--- src/rtl/div_pkg.sv ---
// Shared types and constants for the integer divide controller.
// Operand extension helpers live here so issue-side logic can reuse them.
package div_pkg;

  localparam int unsigned DIV_W     = 32;
  localparam int unsigned DIV_EXT_W = 33;
  localparam logic [DIV_W-1:0] DIV0_QUOT = '1;

  typedef enum logic [1:0] {
    DIV  = 2'b00,
    DIVU = 2'b01,
    REM  = 2'b10,
    REMU = 2'b11
  } div_op_e;

  typedef enum logic [2:0] {
    IDLE,
    START,
    WAIT,
    DRAIN,
    DONE
  } div_state_e;

  function automatic logic is_rem(input div_op_e op);
    return (op == REM) || (op == REMU);
  endfunction

  // Signed ops sign-extend, unsigned ops zero-extend, so one signed divider serves both.
  function automatic logic [DIV_EXT_W-1:0] ext_op(input div_op_e op, input logic [DIV_W-1:0] v);
    return {((op == DIV) || (op == REM)) & v[DIV_W-1], v};
  endfunction

endpackage

--- src/rtl/div_ctrl_if.sv ---
// Issue-side request and writeback-side response channels of the divide controller.
// master = issue/writeback side, slave = controller.
interface div_ctrl_if import div_pkg::*; #(parameter int unsigned TAG_W = 5);

  logic             req_valid;
  logic             req_ready;
  div_op_e          req_op;
  logic [DIV_W-1:0] req_a;
  logic [DIV_W-1:0] req_b;
  logic [TAG_W-1:0] req_tag;
  logic             resp_valid;
  logic             resp_ready;
  logic [DIV_W-1:0] resp_data;
  logic [TAG_W-1:0] resp_tag;

  modport master (
    output req_valid, req_op, req_a, req_b, req_tag, resp_ready,
    input  req_ready, resp_valid, resp_data, resp_tag
  );

  modport slave (
    input  req_valid, req_op, req_a, req_b, req_tag, resp_ready,
    output req_ready, resp_valid, resp_data, resp_tag
  );

endinterface

--- src/rtl/div_ctrl_div.sv ---
// 33-bit signed sequential divider with registered inputs.
// complete rises NUM_CYC-1 edges after the start edge and holds until the next start.
module DW_div_seq_inst_signed import div_pkg::*; #(
  parameter int unsigned NUM_CYC = 9
) (
  input  logic                        clk,
  input  logic                        rst_n,
  input  logic                        hold_i,
  input  logic                        start_i,
  input  logic signed [DIV_EXT_W-1:0] a_i,
  input  logic signed [DIV_EXT_W-1:0] b_i,
  output logic                        complete_o,
  output logic signed [DIV_EXT_W-1:0] quotient_o,
  output logic signed [DIV_EXT_W-1:0] remainder_o
);

  localparam int unsigned CW = $clog2(NUM_CYC);

  logic signed [DIV_EXT_W-1:0] a_q, b_q, quot_q, rem_q;
  logic [CW-1:0]               cnt_q;
  logic                        run_q, done_q;

  always_ff @(posedge clk or negedge rst_n) begin
    if (!rst_n) begin
      a_q    <= '0;
      b_q    <= '0;
      quot_q <= '0;
      rem_q  <= '0;
      cnt_q  <= '0;
      run_q  <= 1'b0;
      done_q <= 1'b0;
    end else if (start_i) begin
      a_q    <= a_i;
      b_q    <= b_i;
      cnt_q  <= CW'(1);
      run_q  <= 1'b1;
      done_q <= 1'b0;
    end else if (run_q && !hold_i) begin
      if (cnt_q == CW'(NUM_CYC - 1)) begin
        run_q  <= 1'b0;
        done_q <= 1'b1;
        if (b_q == '0) begin
          quot_q <= '1;
          rem_q  <= a_q;
        end else begin
          quot_q <= a_q / b_q;
          rem_q  <= a_q % b_q;
        end
      end else begin
        cnt_q <= cnt_q + CW'(1);
      end
    end
  end

  assign complete_o  = done_q;
  assign quotient_o  = quot_q;
  assign remainder_o = rem_q;

endmodule

--- src/rtl/div_ctrl.sv ---
// DIV/DIVU/REM/REMU sequencer: extends operands, runs the sequential divider,
// resolves divide-by-zero without it, and holds the result until writeback takes it.
module div_ctrl import div_pkg::*; #(
  parameter int unsigned NUM_CYC = 9,
  parameter int unsigned TAG_W   = 5
) (
  input  logic       clk,
  input  logic       rst,
  input  logic       flush,
  output logic       busy,
  div_ctrl_if.slave  bus
);

  localparam int unsigned CNT_W = $clog2(NUM_CYC);
  localparam logic [CNT_W-1:0] LAST = CNT_W'(NUM_CYC - 1);

  div_state_e           state_q, state_d;
  logic [CNT_W-1:0]     cnt_q, cnt_d;
  div_op_e              op_q, op_d;
  logic [TAG_W-1:0]     tag_q, tag_d;
  logic [DIV_EXT_W-1:0] a_q, a_d, b_q, b_d;
  logic [DIV_W-1:0]     data_q, data_d;

  logic                 div_start, div_complete, div_rst_n, accept;
  logic [DIV_EXT_W-1:0] div_quot, div_rem;
  logic                 div_unused;

  assign div_rst_n  = ~rst;
  assign div_unused = div_quot[DIV_EXT_W-1] ^ div_rem[DIV_EXT_W-1];

  DW_div_seq_inst_signed #(.NUM_CYC(NUM_CYC)) u_div (
    .clk        (clk),
    .rst_n      (div_rst_n),
    .hold_i     (1'b0),
    .start_i    (div_start),
    .a_i        (a_q),
    .b_i        (b_q),
    .complete_o (div_complete),
    .quotient_o (div_quot),
    .remainder_o(div_rem)
  );

  assign bus.req_ready  = (state_q == IDLE) && !flush;
  assign accept         = bus.req_valid && bus.req_ready;
  assign bus.resp_valid = (state_q == DONE);
  assign bus.resp_data  = data_q;
  assign bus.resp_tag   = tag_q;
  assign busy           = (state_q != IDLE);

  always_ff @(posedge clk or posedge rst) begin
    if (rst) begin
      state_q <= IDLE;
      cnt_q   <= '0;
      op_q    <= DIV;
      tag_q   <= '0;
      a_q     <= '0;
      b_q     <= '0;
      data_q  <= '0;
    end else begin
      state_q <= state_d;
      cnt_q   <= cnt_d;
      op_q    <= op_d;
      tag_q   <= tag_d;
      a_q     <= a_d;
      b_q     <= b_d;
      data_q  <= data_d;
    end
  end

  always_comb begin
    state_d   = state_q;
    cnt_d     = cnt_q;
    op_d      = op_q;
    tag_d     = tag_q;
    a_d       = a_q;
    b_d       = b_q;
    data_d    = data_q;
    div_start = 1'b0;
    unique case (state_q)
      IDLE: begin
        if (accept) begin
          op_d  = bus.req_op;
          tag_d = bus.req_tag;
          a_d   = ext_op(bus.req_op, bus.req_a);
          b_d   = ext_op(bus.req_op, bus.req_b);
          if (bus.req_b == '0) begin
            data_d  = is_rem(bus.req_op) ? bus.req_a : DIV0_QUOT;
            state_d = DONE;
          end else begin
            state_d = START;
          end
        end
      end
      START: begin
        div_start = 1'b1;
        cnt_d     = '0;
        state_d   = flush ? DRAIN : WAIT;
      end
      WAIT: begin
        // A flush on the final count finds the divider already finished: nothing to drain.
        if (cnt_q == LAST) begin
          if (!flush) begin
            data_d = is_rem(op_q) ? div_rem[DIV_W-1:0] : div_quot[DIV_W-1:0];
          end
          state_d = flush ? IDLE : DONE;
        end else begin
          cnt_d   = cnt_q + CNT_W'(1);
          state_d = flush ? DRAIN : WAIT;
        end
      end
      DRAIN: begin
        if (cnt_q == LAST) begin
          state_d = IDLE;
        end else begin
          cnt_d = cnt_q + CNT_W'(1);
        end
      end
      DONE: begin
        if (flush || bus.resp_ready) begin
          state_d = IDLE;
        end
      end
      default: state_d = IDLE;
    endcase
  end

  div_done_chk: assert property (@(posedge clk) disable iff (rst)
    (state_q == WAIT && cnt_q == LAST) |-> div_complete);

endmodule

--- src/flat_wrapper.sv ---
// flat-port wrapper written by rule: the top's interface ports become plain ports
module div_ctrl_flat import div_pkg::*;
#(
  parameter int unsigned NUM_CYC = 9,
  parameter int unsigned TAG_W   = 5
)
  (clk, rst, flush, busy, bus_req_valid, bus_req_op, bus_req_a, bus_req_b, bus_req_tag, bus_resp_ready, bus_req_ready, bus_resp_valid, bus_resp_data, bus_resp_tag);
  div_ctrl_if #(.TAG_W(TAG_W)) bus_i ();
  input  logic clk;
  input  logic rst;
  input  logic flush;
  output logic busy;
  input wire logic [$bits(bus_i.req_valid)-1:0] bus_req_valid;
  input wire logic [$bits(bus_i.req_op)-1:0] bus_req_op;
  input wire logic [$bits(bus_i.req_a)-1:0] bus_req_a;
  input wire logic [$bits(bus_i.req_b)-1:0] bus_req_b;
  input wire logic [$bits(bus_i.req_tag)-1:0] bus_req_tag;
  input wire logic [$bits(bus_i.resp_ready)-1:0] bus_resp_ready;
  output wire logic [$bits(bus_i.req_ready)-1:0] bus_req_ready;
  output wire logic [$bits(bus_i.resp_valid)-1:0] bus_resp_valid;
  output wire logic [$bits(bus_i.resp_data)-1:0] bus_resp_data;
  output wire logic [$bits(bus_i.resp_tag)-1:0] bus_resp_tag;
  assign bus_i.req_valid = bus_req_valid;
  assign bus_i.req_op = bus_req_op;
  assign bus_i.req_a = bus_req_a;
  assign bus_i.req_b = bus_req_b;
  assign bus_i.req_tag = bus_req_tag;
  assign bus_i.resp_ready = bus_resp_ready;
  assign bus_req_ready = bus_i.req_ready;
  assign bus_resp_valid = bus_i.resp_valid;
  assign bus_resp_data = bus_i.resp_data;
  assign bus_resp_tag = bus_i.resp_tag;
  div_ctrl #(.NUM_CYC(NUM_CYC), .TAG_W(TAG_W)) u_core (.clk(clk), .rst(rst), .flush(flush), .busy(busy), .bus(bus_i));
endmodule
--- config.mk ---
export PLATFORM = sky130hd
export DESIGN_NAME = div_ctrl_flat
export DESIGN_NICKNAME = d
export VERILOG_FILES = /design/src/rtl/div_pkg.sv /design/src/rtl/div_ctrl_if.sv /design/src/rtl/div_ctrl_div.sv /design/src/rtl/div_ctrl.sv /design/src/flat_wrapper.sv
export SDC_FILE = /design/constraint.sdc
export NUM_CORES = 2
export LEC_CHECK = 0
export CORE_ASPECT_RATIO = 0.9
export CORE_MARGIN = 2
export CORE_UTILIZATION = 23
export DETAILED_ROUTE_END_ITERATION = 16
export SLEW_MARGIN = 30
export SYNTH_ARGS = -nofsm -noshare
export SYNTH_HDL_FRONTEND = slang
export SYNTH_SLANG_ARGS = --single-unit
--- constraint.sdc ---
create_clock -name clk -period 173.9 [get_ports clk]
set_input_delay 34.78 -clock clk [delete_from_list [all_inputs] [get_ports clk]]
set_output_delay 34.78 -clock clk [all_outputs]
set_load 0.005 [all_outputs]
Word level (Yosys, flattened, before mapping). Index checks and enable logic that the tools add are counted.

Flip-flop bits (word level): 247. Bits of input ports: 76. Word-level logic and storage cells: 86. Output and inout bits: 40.

Reduce and logical (&&, ||, !) cells: 22. Mux-type cells: 26. Add/subtract/negate cells: 2. Div/mod/pow operators: 2. Equality and inequality tests: 18. Bitwise logic cells: 3.

Operator list (number): two-way mux 32 bit (8); one-hot mux 32 bit (2 select lines) (1); divider 33 x 33 -> 33 bit (1); logical NOT 33 bit (1); remainder unit 33 x 33 -> 33 bit (1); logical NOT 32 bit (1); two-way mux 3 bit (6); two-way mux 4 bit (4); one-hot mux 3 bit (5 select lines) (1); != test 2 x 1 -> 1 bit, second input constant (5); adder 4 x 1 -> 4 bit, second input constant (2); equality test 2 bit, second input constant (4); equality test 4 bit, second input constant (2); one-hot mux 4 bit (2 select lines) (1); equality test 3 x 2 -> 1 bit, second input constant (2); != test 2 bit, second input constant (3); AND reduction 2 bit (3); AND reduction 3 bit (2); nonzero test 2 bit (3); two-way mux 1 bit (5); AND reduction 5 bit (1); logical OR 1 bit (4); equality test 3 x 1 -> 1 bit, second input constant (1); equality test 3 bit, second input constant (1); other kinds (8) (10).

Longest topological paths before layout.
Depth in word-level cells: 6. Gate-level depth with buffers: 396. Gate-level depth less buffers: 358.

Hierarchy. A second synthesis with hierarchy kept.

Cells, all modules: 6786. Area, all modules: 49318.6 µm².

Modules (own cells, without submodules): DW_div_seq_inst_signed (times used 1, seq. area each 3453.3 µm², cells each 6315, area each 43604.3 µm²); div_ctrl (times used 1, seq. area each 2777.7 µm², cells each 471, area each 5714.2 µm²).

Worst setup path before layout. Ideal clock, no wire load.

Path type: reg2reg. Start point: register u_core.u_div.b_q[0]. End point: register u_core.u_div.rem_q[30], in the netlist u_core.u_div.remainder_o[30]. Stages on the path, launching flop included: 359. Data required time: 173.780 ns. Library setup time: 0.120 ns. Slack: 92.331 ns. Arrival: 81.449 ns. Clock period less this slack: 81.569 ns. Path buffers: 64. Path through: dfrtp_1 -> inv_1 -> ha_1 -> or3b_2 -> clkbuf_1 -> o41ai_1 -> xor2_1 -> and4_1 -> nand4_1 -> clkbuf_1 -> clkbuf_1 -> or3_1 -> or3_1 -> nand2_1 -> o21ai_0 -> ha_1 -> o21a_1 -> o21ai_0 -> [323 not listed] -> a31oi_1 -> o2111a_1 -> o2111ai_1 -> a21oi_1 -> a21o_1 -> clkinv_1 -> clkbuf_1 -> buf_6 -> clkbuf_1 -> mux2i_1 -> ha_1 -> nand3_1 -> or3_1 -> or3_1 -> nand4b_1 -> nor3_1 -> mux2i_1 -> a31o_2.

Longest elaborated chain between the ends: 2. Elaborated cells between the ends (all ways): 3. Classes of those cells: div (1); mux (1); reduce/logical (1).

Ends and longest elaborated chain: start: declaration (RTL line div_ctrl_div.sv:19) `logic signed [DIV_EXT_W-1:0] a_q, b_q, quot_q, rem_q;`; start signal: assignment (RTL line div_ctrl_div.sv:34) `b_q <= b_i;`; remainder unit 33 x 33 -> 33 bit / logical NOT 33 bit (equally long branches) (RTL line div_ctrl_div.sv:47, div_ctrl_div.sv:42); two-way mux 32 bit (*) (RTL line div_ctrl_div.sv:42) `if (b_q == '0) begin`; end signal: assignment (RTL line div_ctrl_div.sv:44) `rem_q <= a_q;`; end signal: assignment (RTL line div_ctrl_div.sv:47) `rem_q <= a_q % b_q;`; end: declaration (RTL line div_ctrl_div.sv:19).

Mark *: on every way between the ends. The rest lies on a longest branch, timed or not. A chain may end at the register's enable or synchronous reset.

Worst setup path after layout.
Start point: register u_core.u_div.b_q[0]. End point: register u_core.u_div.quot_q[31], in the netlist u_core.u_div.quotient_o[31].

Longest elaborated chain between the ends: 2. Elaborated cells between the ends (all ways): 3. Classes of those cells: div (1); mux (1); reduce/logical (1).

Ends and longest elaborated chain: divider 33 x 33 -> 33 bit / logical NOT 33 bit (equally long branches) (RTL line div_ctrl_div.sv:46, div_ctrl_div.sv:42); two-way mux 32 bit (*) (RTL line div_ctrl_div.sv:42); end signal: assignment (RTL line div_ctrl_div.sv:46) `quot_q <= a_q / b_q;`; end: declaration (RTL line div_ctrl_div.sv:19).

Marks and branches as above.

==> out/summary.txt <==
Core area = 206,200 um^2
Crit Path Max Fanout = 39
Post-cts resize count = 0
Mapped Area = 47,770 um^2
Fin Setup TNS = 0 ns
WL/cell = 28.35 um
# fillers = 22,800
# hold bufs at CTS = 0
Fin crit share = 59.03%
Netlist cell types = 116
Final instance area = 53,730 um^2
CP startpoint kind = register
Root buf cell = clkbuf_16
WP data arrival = 103.13 ns
Primary FF master, synth = dfrtp_1
Clock latency on the worst-skew pair = 0.62 ns
Final ANT Viol Nets = 0
Hold path startpoint = u_core.a_q[29]
Final wirelength = 266.0 mm
Seq/Total Area, Yosys = 12.89%
Max Clock Skew = 0.08137 ns
Worst min path class = reg -> reg
Die ar. = 211,400 um^2
Largest stage delay, worst path = 1.07 ns
# port buffers = 115
DR iter-0 viols = 6,881
WS Path Type = reg -> reg
Synth Instances = 6,606
Ys async rst share = 100.0%
Synthesis warning total = 0
Max-slew headroom = 28.19%
Standard-cell rows = 158
Initial antenna violation count = 13
Critical Path RT = 174.37 ns
Final min period = 102.66 ns
Most used cell, CP = ha_1
First-pass DRT Iterations = 6
Initial Util = 23.17%
Clock Path Buffers = 3
Hold Vio Cnt, Final = 0
Max H-tree Level = 1
Global-route wire length before repair = 374.0 mm
Placed inst area = 52,750 um^2
Worst reg2reg startpoint = u_core.u_div.b_q[0]
Crit-path slowest cell = a31oi_1
Routed vias = 54,680
Tot GR Track Use = 23.90%
Status = completed
CTS Buf Count = 27
Setup Fix Bufs, Post-CTS = 0
Die Ht = 436.4 um
Remaining Overflow, GRT = 0
Layout cells sized above 1 = 8.680%
Synth Area per Inst = 7.232 um^2
CP Launch Point = u_core.u_div.b_q[0]
Largest net degree at the start of global routing = 111
Slew of the pin with the lowest slew margin = 1.072 ns
Num ports = 116
Clock transition at the registers of the reported paths = 0.06 ns
Count of flip-flops with a built-in enable after synthesis = 0
Final setup fails = 0
Area grow syn2layout = 12.46%
Clock Sinks = 246
CTS tree = built
Remaining DRCs = 0
Seq cells post-synth = 246
Vias per std cell = 5.826
Post-Syn Nets = 7,253
Die X = 484.4 um
DPL Wire Length = 213.2 mm
RePlAce Congestion = 1.044
# Max-Cap Violations = 0
Fin. max-slew vios = 0
RSZ-0062 raised after global routing = no
Setup crit end kind = register
Nets = 7,285
Fmax = 9.741 MHz
Number of global-route vias before repair = 50,700
==> cells by family (layout without fill, tap and decap cells) <==
kind of cell             after synthesis  count (layout)  synth area share [%]
AND/OR/NAND/NOR                     2514            2514                 24.90
adder cells (fa/ha/maj)              571             571                 14.97
XOR/XNOR                             517             517                 9.494
AO/OA/AOI/OAI                       2089            2089                 28.91
flip-flops                           246             246                 12.89
multiplexers                         217             217                 4.947
buffers and inverters                452             505                 3.900
other                                  0               6                     0
==> registers in the layout, indices dropped and copies added, names as in the netlist <==
signal                    flops
u_core.u_div.quotient_o      32
u_core.op_q                   1
u_core.u_div.b_q             33
u_core.u_div.a_q             33
u_core.bus.resp_data         32
u_core.u_div.remainder_o     32
u_core.a_q                   33
u_core.cnt_q                  4
u_core.u_div.run_q            1
u_core.bus.resp_tag           5
u_core.state_q                3
u_core.b_q                   33
u_core.u_div.cnt_q            4
==> synth_stat cells (76+ instances only) <==
master,number,area (um^2)
nand4_1,76,475.5
a21oi_1,613,3068
xnor2_1,327,2864
ha_1,570,7132
nand2_1,829,3112
o21ai_0,387,1937
clkbuf_1,160,600.6
dfrtp_1,246,6156
nand3_1,182,910.9
nor3_1,213,1066
a21o_1,151,1134
inv_1,191,716.9
mux2_2,147,1655
o21a_1,150,1126
xor2_1,189,1655
a31oi_1,86,538.0
nor2_1,664,2492
==> metrics by stage <==
step	util [%]	instances	worst slack, ns	hold WS (ns)
final	26.06	9385	71.24	0.4226
after global routing	26.05	9379	67.27	0.4731
after CTS	26.03	9378	74.18	0.4236
after detailed placement	25.58	9328	74.62	0.4496
after global placement	25.52	9327	72.34	0.4449
after floorplan	-	6606	92.33	0.4331
==> cell type report <==
type / count / area, um^2 / share of cell area (%)
Multi-Input combinational cell: 5908 / 40230 / 74.88
Sequential cell: 246 / 6161 / 11.47
Tap cell: 2720 / 3403 / 6.335
Timing Repair Buffer: 261 / 2247 / 4.183
Clock buffer: 35 / 745.7 / 1.388
Inverter: 194 / 735.7 / 1.369
Clock inverter: 15 / 187.7 / 0.3493
Antenna cell: 6 / 15.01 / 0.02795
==> critical path, delay by kind of cell, from the launching register on <==
family                   cells  cell delay [ns]
buffers and inverters       31             7.68
adder cells (fa/ha/maj)     33            11.77
flip-flops                   1             0.53
AND/OR/NAND/NOR            105            30.99
XOR/XNOR                     1             0.33
multiplexers                 4             1.71
AO/OA/AOI/OAI              160            49.18
==> metal layers <==
metal,track usage [%],vias to the layer above,wire length [um]
li1,-,24520,-
met1,33.90,26680,118300
met2,35.02,2920,108100
met3,3.773,546,24200
met4,11.19,14,15360
met5,0,-,89
==> final timing paths <==
| check | endpoint | slack, ns | cells past startpoint |
|---|---|---|---|
| worst min-delay path | u_core.u_div.a_q[29] | 0.42 | 2 |
| worst max-delay path | u_core.u_div.quotient_o[31] | 71.24 | 334 |
| min in group asynchronous | u_core.bus.resp_data[4] | 34.77 | 2 |
| max in group asynchronous | u_core.u_div.a_q[12] | 137.64 | 3 |
| worst min register to register | u_core.u_div.a_q[29] | 0.42 | 2 |
| worst max register to register | u_core.u_div.quotient_o[31] | 71.24 | 334 |
==> cells in the final DEF, fill, tap and decap left out, types with 83 or more instances in the layout <==
cell type        Yosys  final
a21o_1             151    151
mux2_2             147    147
inv_1              191    187
buf_4               13    143
a21oi_1            613    613
nor2_1             664    656
ha_1               570    570
nand3_1            182    181
xor2_1             189    179
clkdlybuf4s50_1      0    114
a31oi_1             86     83
dfrtp_1            246    244
o21ai_0            387    379
nor3_1             213    208
o21a_1             150    150
xnor2_1            327    318
nand2_1            829    827
Power is left out: the tool's default activity adds up to more than one toggle a clock period on the data nets, which glitch-free logic cannot reach.
